--- src/rtl/vga_scanout.sv ---
// -----------------------------------------------------------------------------
// vga_scanout
//
// Scans a 160x120 RGB332 framebuffer out of video RAM as 640x480@60 Hz VGA.
// Every framebuffer pixel is replicated 4x horizontally and 4x vertically.
// One pixel spans two CLOCK_50 cycles:
//   phase 0 : the address of the current pixel is presented on vaddr/vbyte
//   phase 1 : (the pixel tick) the RAM word returns on vdata. The selected
//             byte is expanded and loaded into the pin register, and the
//             counters advance.
// Because the pin register is loaded on the tick, every pin output lags the
// counters by exactly one pixel. Colour, blank and syncs therefore stay
// aligned with each other.
//
// Ports
//   CLOCK_50        50 MHz system clock
//   reset_n         asynchronous active-low reset
//   vaddr   [12:0]  video RAM word address of the pixel being fetched
//   vdata   [31:0]  RAM read data, valid one CLOCK_50 cycle after vaddr
//   vbyte   [1:0]   byte lane (little-endian) of that pixel inside the word
//   VGA_R/G/B [7:0] colour channels, forced to 0 outside the visible area
//   VGA_HS, VGA_VS  syncs, active low
//   VGA_BLANK_N     high while the registered pixel is visible
//   VGA_SYNC_N      tied low
//   VGA_CLK         25 MHz pixel clock; rises in the middle of each pixel
//   vblank          high while the registered line is at or below V_VISIBLE
//   frame_start     one-cycle pulse after pixel (0,0) has been registered
// -----------------------------------------------------------------------------
`timescale 1ns/1ps

module vga_scanout #(
  parameter int          H_VISIBLE = 640,
  parameter int          H_FRONT   = 16,
  parameter int          H_SYNC    = 96,
  parameter int          H_BACK    = 48,
  parameter int          V_VISIBLE = 480,
  parameter int          V_FRONT   = 10,
  parameter int          V_SYNC    = 2,
  parameter int          V_BACK    = 33,
  parameter logic [12:0] BASE_ADDR = 13'd0
) (
  input  logic        CLOCK_50,
  input  logic        reset_n,
  output logic [12:0] vaddr,
  input  logic [31:0] vdata,
  output logic [1:0]  vbyte,
  output logic [7:0]  VGA_R,
  output logic [7:0]  VGA_G,
  output logic [7:0]  VGA_B,
  output logic        VGA_HS,
  output logic        VGA_VS,
  output logic        VGA_BLANK_N,
  output logic        VGA_SYNC_N,
  output logic        VGA_CLK,
  output logic        vblank,
  output logic        frame_start
);

  // ---------------------------------------------------------------------------
  // Timing constants. Both counters are 10 bits wide. That covers 800 columns
  // and 525 lines.
  // ---------------------------------------------------------------------------
  localparam int H_TOTAL = H_VISIBLE + H_FRONT + H_SYNC + H_BACK;
  localparam int V_TOTAL = V_VISIBLE + V_FRONT + V_SYNC + V_BACK;

  localparam logic [9:0] H_LAST   = 10'(H_TOTAL - 1);
  localparam logic [9:0] V_LAST   = 10'(V_TOTAL - 1);
  localparam logic [9:0] H_VIS    = 10'(H_VISIBLE);
  localparam logic [9:0] V_VIS    = 10'(V_VISIBLE);
  localparam logic [9:0] HS_FIRST = 10'(H_VISIBLE + H_FRONT);
  localparam logic [9:0] HS_LAST  = 10'(H_VISIBLE + H_FRONT + H_SYNC - 1);
  localparam logic [9:0] VS_FIRST = 10'(V_VISIBLE + V_FRONT);
  localparam logic [9:0] VS_LAST  = 10'(V_VISIBLE + V_FRONT + V_SYNC - 1);

  // Everything that reaches the board pins goes through one register, so all
  // of these outputs share the same latency.
  typedef struct packed {
    logic [7:0] r;
    logic [7:0] g;
    logic [7:0] b;
    logic       hs;
    logic       vs;
    logic       blank_n;
    logic       vblank;
  } pins_t;

  localparam pins_t PINS_RESET = '{
    r: 8'h00, g: 8'h00, b: 8'h00,
    hs: 1'b1, vs: 1'b1, blank_n: 1'b0, vblank: 1'b0
  };

  // ---------------------------------------------------------------------------
  // State
  // ---------------------------------------------------------------------------
  logic       phase_q,       phase_d;
  logic       vga_clk_q,     vga_clk_d;
  logic [9:0] hcount_q,      hcount_d;
  logic [9:0] vcount_q,      vcount_d;
  pins_t      pins_q,        pins_d;
  logic       frame_start_q, frame_start_d;

  logic        tick;
  logic [7:0]  fb_x;
  logic [7:0]  fb_y;
  logic [14:0] fb_idx;
  logic [7:0]  pix;
  logic        visible;

  // The pixel tick is the second CLOCK_50 cycle of every pixel.
  assign tick = phase_q;

  // ---------------------------------------------------------------------------
  // Phase and raster counters
  // ---------------------------------------------------------------------------
  always_comb begin : timing_next
    // NOTE: every signal driven here gets a default first. A path that leaves
    // one unassigned would infer a latch.
    phase_d   = ~phase_q;
    // The register takes the next value of phase, so VGA_CLK always equals
    // phase. It falls on the tick and rises halfway through the pixel.
    vga_clk_d = ~phase_q;
    hcount_d  = hcount_q;
    vcount_d  = vcount_q;

    if (tick) begin
      if (hcount_q == H_LAST) begin
        hcount_d = '0;
        vcount_d = (vcount_q == V_LAST) ? '0 : vcount_q + 10'd1;
      end else begin
        hcount_d = hcount_q + 10'd1;
      end
    end
  end

  // ---------------------------------------------------------------------------
  // Fetch address. The counters stay stable for the whole pixel, so this
  // address is held through phase 0. The RAM registers it at the end of
  // phase 0 and returns the word during phase 1, in time for the tick.
  // idx = y*160 + x, written as shifts and adds so that no multiplier is
  // built. The result keeps following the raster during blanking. The data
  // fetched there is simply ignored.
  // ---------------------------------------------------------------------------
  always_comb begin : fetch_addr
    fb_x   = hcount_q[9:2];
    fb_y   = vcount_q[9:2];
    fb_idx = {fb_y, 7'b000_0000} + {2'b00, fb_y, 5'b0_0000} + {7'b000_0000, fb_x};
    vaddr  = BASE_ADDR + fb_idx[14:2];
    vbyte  = fb_idx[1:0];
  end

  // ---------------------------------------------------------------------------
  // Byte select, RGB332 expansion, sync decode
  // ---------------------------------------------------------------------------
  always_comb begin : pins_next
    pix           = vdata[{vbyte, 3'b000} +: 8];
    visible       = (hcount_q < H_VIS) && (vcount_q < V_VIS);
    pins_d        = pins_q;
    frame_start_d = 1'b0;

    if (tick) begin
      // Repeating the top bits makes full scale reach exactly 8'hFF and zero
      // reach exactly 8'h00.
      pins_d.r       = visible ? {pix[7:5], pix[7:5], pix[7:6]}             : 8'h00;
      pins_d.g       = visible ? {pix[4:2], pix[4:2], pix[4:3]}             : 8'h00;
      pins_d.b       = visible ? {pix[1:0], pix[1:0], pix[1:0], pix[1:0]}   : 8'h00;
      pins_d.blank_n = visible;
      pins_d.hs      = !((hcount_q >= HS_FIRST) && (hcount_q <= HS_LAST));
      pins_d.vs      = !((vcount_q >= VS_FIRST) && (vcount_q <= VS_LAST));
      pins_d.vblank  = (vcount_q >= V_VIS);
      // This pulses in the cycle right after (0,0) has been registered on the
      // pins. On the next cycle it is not a tick, so the pulse clears.
      frame_start_d  = (hcount_q == '0) && (vcount_q == '0);
    end
  end

  // ---------------------------------------------------------------------------
  // Registers. A reset restarts the raster at (0,0) with the pins idle.
  // ---------------------------------------------------------------------------
  always_ff @(posedge CLOCK_50 or negedge reset_n) begin
    if (!reset_n) begin
      phase_q       <= 1'b0;
      vga_clk_q     <= 1'b0;
      hcount_q      <= '0;
      vcount_q      <= '0;
      pins_q        <= PINS_RESET;
      frame_start_q <= 1'b0;
    end else begin
      // NOTE: sequential state uses non-blocking assignments. All registers
      // then update together from values sampled at the same edge.
      phase_q       <= phase_d;
      vga_clk_q     <= vga_clk_d;
      hcount_q      <= hcount_d;
      vcount_q      <= vcount_d;
      pins_q        <= pins_d;
      frame_start_q <= frame_start_d;
    end
  end

  // ---------------------------------------------------------------------------
  // Outputs
  // ---------------------------------------------------------------------------
  assign VGA_R       = pins_q.r;
  assign VGA_G       = pins_q.g;
  assign VGA_B       = pins_q.b;
  assign VGA_HS      = pins_q.hs;
  assign VGA_VS      = pins_q.vs;
  assign VGA_BLANK_N = pins_q.blank_n;
  assign vblank      = pins_q.vblank;
  assign VGA_SYNC_N  = 1'b0;
  assign VGA_CLK     = vga_clk_q;
  assign frame_start = frame_start_q;

endmodule

--- config.mk ---
export PLATFORM = sky130hd
export DESIGN_NAME = vga_scanout
export DESIGN_NICKNAME = d
export VERILOG_FILES = /design/src/rtl/vga_scanout.sv
export SDC_FILE = /design/constraint.sdc
export NUM_CORES = 1
export LEC_CHECK = 0
export BUFFER_PORTS_ARGS = -buffer_cell sky130_fd_sc_hd__buf_2
export CORE_MARGIN = 2
export CORE_UTILIZATION = 40
export CTS_BUF_LIST = sky130_fd_sc_hd__clkbuf_2
export DETAILED_ROUTE_END_ITERATION = 12
export PLACE_DENSITY = 0.71
export SLEW_MARGIN = 40
export SYNTH_ARGS = -nofsm -noshare
export SYNTH_HDL_FRONTEND = slang
export SYNTH_SLANG_ARGS = --single-unit
--- constraint.sdc ---
create_clock -name CLOCK_50 -period 4.6 [get_ports CLOCK_50]
set_input_delay 0.46 -clock CLOCK_50 [delete_from_list [all_inputs] [get_ports CLOCK_50]]
set_output_delay 0.46 -clock CLOCK_50 [all_outputs]
set_load 0.03 [all_outputs]
Yosys cells after proc, flatten, opt, wreduce, memory -nomap -nowiden
Index checks and enable logic that the tools add are counted.
Widths: inputs -> output; s select.
- register bits after elaboration: 50
- input bits: 34
- output and inout port bits: 46
- $add $sub $neg: 4
- order comparisons: 7
- eq/ne operators: 2
- shift operators: 1
- mux-type cells: 6
- bitwise operators: 1
- reduce and logical (&&, ||, !) cells: 9
- operators by type and width (operator ; count):
    $shiftx 32x6->8 ; 1
    $mux 8 ; 3
    $add 10x1->10 const B ; 2
    $eq 10x10->1 const B ; 2
    $ge 10x9->1 const B ; 2
    $logic_not 10->1 ; 2
    $mux 10 ; 2
    $add 15x13->15 ; 1
    $add 15x8->15 ; 1
    $ge 10x10->1 const B ; 1
    $le 10x10->1 const B ; 1
    $le 10x9->1 const B ; 1
    $lt 10x10->1 const B ; 1
    $lt 10x9->1 const B ; 1
    $logic_and 1x1->1 ; 4
    $logic_not 1->1 ; 2
    $reduce_and 2->1 ; 1
    $mux 1 ; 1
    $not 1->1 ; 1

Logic depth before layout (Yosys ltp)
- depth in word-level cells: 4
- gate-level depth with buffers: 9
- gate-level depth less buffers: 9

Worst setup path before layout
Ideal clock, no wire load.
- path kind: reg2out
- from: register hcount_q[9]
- to: output port vaddr[10]
- arrival time: 2.434 ns
- data required time: 4.140 ns
- path slack: 1.706 ns
- stages on the path, launching flop included: 9
- path buffers: 0
- path through: dfrtp_1 > inv_1 > fa_1 > fa_1 > nor2b_1 > o21ai_0 > a21oi_1 > nor2_1 > xnor2_1
- cells in the longest elaborated chain, start to end: 1
- RTL lines (element ; RTL line ; RTL):
    start: declaration ; 97 ; logic [9:0] hcount_q, hcount_d;
    start signal: assignment ; 192 ; hcount_q <= hcount_d;
    $add 15x8->15 ; 146 ; fb_idx = {fb_y, 7'b000_0000} + {2'b00, fb_y, 5'b0_0000} + {7'b000_0000, fb_x};
    end: declaration ; 44 ; output logic [12:0] vaddr,
No other way between the ends.

Final worst setup path
- from: register hcount_q[9]
- to: output port vaddr[12]
The elaborated chain is that of the path after synthesis.

==> key figures <==
Critical path
  – CP Cell Sequence: inv_1 > fa_1 > fa_1 > nor2b_1 > o21ai_0 > a21oi_1 > mux2i_1 > o2111ai_1 > buf_2
  – Crit-path max cell delay: approximately 550 ps
  – Crit. End Element: primary output
  – Critical path class: reg2out
  – Crit path top cell by count: fa_1
  – Arrival time worst endpoint: ~3000 ps
  – Req. time, crit path: approximately 4100 ps
  – Slowest-stage cell, CP: fa_1
  – Crit-path max FO: 6
  – Critical path launch point type: flop

Logic synthesis
  – Yosys cell types: 44
  – Warnings, synthesis: 0
  – FF+latch count, synth: 34
  – Post-Synthesis Cell Area: 2450 sq um
  – Syn Area/Cell: roughly 9.9 sq um
  – Seq/Total Area, Yosys: 34.8%
  – Syn_nets: slightly above 300
  – Synth Instances: approximately 250
  – Post-synth top flop: dfrtp_1
  – Top post-synthesis cells by area: dfrtp_1 (33%), ha_1 (10%), mux4_2 (7.4%)
  – Largest area contributor in the netlist: dfrtp_1
  – FFs w/ async S/R, synth: 100%
  – Number of flops mapped to enable cells by yosys: 0
  – Top cell type's share of synthesized area: 32.7%

Clocking
  – Clock transition at path regs: roughly 200 ps
  – Clk root buf: clkbuf_2
  – Latest clock arrival within the worst-skew pair: 400 ps
  – CTS sink cnt: 34
  – CTS resizes: 0
  – CTS tree: done
  – Clock Path Buffers: 2
  – Post-CTS Setup Bufs: 0
  – Num CTS Buffers: 5
  – H-tree depth: 2

Global route
  – Vias in the first global route: between 1,500 and 2,000
  – Global-route wire length before repair: 7930 um
  – Largest net degree at the start of global routing: 35
  – Initial antenna violation count: 0
  – Total grt overflow: 0
  – Global Route Usage Sum: between 10% and 20%

Drt
  – Routed via count: around 1,900
  – Wire per inst: between 10 and 15 um
  – Drt first-iter violations: just under 70
  – Avg Vias per Cell: 5.08
  – Pre-antenna DRT Iters: 6
  – DRT Wirelength: 5040 um
  – Antenna-violating nets left: 0
  – DRC: 0

Layout
  – Area growth syn-to-layout: 15.7%
  – Layout Utilization: between 40% and 50%
  – Layout cells sized above 1: approximately 33%
  – Fill cell total of the finished layout: 564
  – Final Instance Count excl. Fillers: between 300 and 400
  – Nets: 359
  – Antenna Cells: 0

Die
  – Die width: ~82 um
  – # rows: 28
  – Die height: 82.3 um
  – Core area: between 5000 and 6000 sq um
  – Initial Util: between 40% and 50%
  – Die Area: just under 7000 sq um
  – IO Pins: 80

Place
  – Detailed placer's ending HPWL: 3800 um
  – Pre-CTS WS: between 1500 and 2000 ps
  – Port Buffers: 78
  – Placed cell count: 370
  – Routability cong.: 0.782

STA
  – Pins Over Slew Limit: 0
  – Final Hold Viols: 0
  – Slew headroom: between 40% and 50%
  – Clock skew: around 24 ps
  – # setup viols final: 0
  – Final Critical Period: between 3000 and 4000 ps
  – Unrepaired setup endpoints after global routing: false
  – Crit share post-route: 74.6%
  – Slew @ Worst Pin: approximately 750 ps
  – Final setup TNS: 0 ps
  – Fmax: roughly 290 MHz
  – Final worst slack: between 1000 and 1500 ps

Pwr
  – Leakage: 0.00144 uW
  – PD cells: approximately 220 nW/um^2
  – Worst vdd ir: roughly 0.00016 V

Outcome
  – Run status: completed

Min path
  – Worst min-delay path category: in2async

Job
  – Max Cap Violations: 0
[cell families after synthesis]
| logic type | count (synthesis) | synth area share, % |
|---|---|---|
| fa+ha+maj | 22 | 11.8 |
| mux | 10 | 8.17 |
| xor+xnor | 20 | 7.15 |
| flops | 34 | 34.8 |
| buf+inv | 56 | 12.2 |
| compound gates | 31 | 8.63 |
| simple gates | 74 | 17.1 |
| other cells | 1 | 0.153 |
[final cells by class]
cell class / count / area [sq um] / share of cell area, %
clock buffers: 5 / 25.0 / 0.882
well taps: 75 / 93.8 / 3.31
multi-input cells: 158 / 1300 / 45.8
repair buffers: 79 / 403 / 14.2
inverters: 25 / 93.8 / 3.31
flip-flops and latches: 34 / 853 / 30.1
clock inverters: 3 / 68.8 / 2.43
[metrics by stage]
step,area [sq um],total power (uW),hold WS (ps)
global route,2840,652,495
floorplan,2450,354,164
global placement,2730,373,479
finish,2840,628,504
detailed placement,2730,374,484
CTS,2820,634,92.1
[power breakdown]
group          internal, uW  total [uW]  switching [uW]
Clock                   147         259             112
Sequential              303         306            3.04
Combinational          23.7        62.3            38.7
[path summary, 6_finish.rpt]
path,start,slack [ps],depth (start not counted),endpoint
worst max-delay path,hcount_q[9]$_DFFE_PN0P_,1170,9,vaddr[12]
worst min-delay path,reset_n,500,2,VGA_G[6]$_DFFE_PN0P_
worst max register to register,hcount_q[2]$_DFFE_PN0P_,2280,5,vcount_q[4]$_DFFE_PN0P_
worst min register to register,VGA_HS$_DFFE_PN1P_,510,2,VGA_HS$_DFFE_PN1P_
max in group asynchronous,reset_n,3740,2,VGA_VS$_DFFE_PN1P_
min in group CLOCK_50,vdata[20],500,4,VGA_G[4]$_DFFE_PN0P_
[critical path: cells and delay by family (launching register included)]
family | cells | cell delay, ps
buffers and inverters | 2 | 300
muxes | 1 | 210
DFF | 1 | 470
and+or+nand+nor | 1 | 120
adders and majority gates | 2 | 1020
AOI/OAI and AO/OA | 3 | 450
[layout by cell type (no fill, tap or decap), drive strengths merged, types with 8 or more instances in the layout]
cell type / netlist / layout
buf: 26 / 78
o21ai: 9 / 9
o2bb2ai: 8 / 8
ha: 20 / 20
dfrtp: 32 / 32
nor2: 21 / 21
nand3: 15 / 15
xnor2: 14 / 14
inv: 25 / 25
mux4: 8 / 8
[Yosys cell counts, types with 2 or more instances]
cell / count
dfrtp_1: 32
inv_1: 25
buf_4: 23
nor2_1: 21
ha_1: 20
nand3_1: 15
xnor2_1: 14
o21ai_0: 9
mux4_2: 8
o2bb2ai_1: 8
nand2_1: 7
xor2_1: 6
a21oi_1: 5
clkbuf_1: 5
nor3_1: 5
and3_1: 3
nand4_1: 3
nor2b_1: 3
nor4b_1: 3
and4_1: 2
buf_2: 2
dfstp_2: 2
fa_1: 2
mux2i_1: 2
nand2b_1: 2
nor4_1: 2
o2111ai_1: 2
[state kept, by name, indices dropped and copies added (netlist names)]
| name | flops |
|---|---|
| VGA_R | 3 |
| VGA_HS | 1 |
| vblank | 1 |
| VGA_CLK | 1 |
| VGA_B | 2 |
| frame_start | 1 |
| VGA_BLANK_N | 1 |
| vcount_q | 10 |
| VGA_VS | 1 |
| VGA_G | 3 |
| hcount_q | 10 |
[repair_timing]
item,in CTS,in global routing
endpoints found under the setup margin,0,0
hold buffers,0,1
endpoints found under the hold margin,0,32
[per-layer routing]
layer / routed length, um / part of all wire [%] / up-vias / track usage (%)
met5: 0 / 0 / - / 0
met4: 53 / 1.1 / 0 / 5.00
met2: 2400 / 48 / 56 / 26.0
met1: 2240 / 44 / 910 / 19.1
met3: 345 / 6.8 / 5 / 3.80
li1: - / - / 953 / -
No activity file was read; power rests on OpenSTA's default activity.
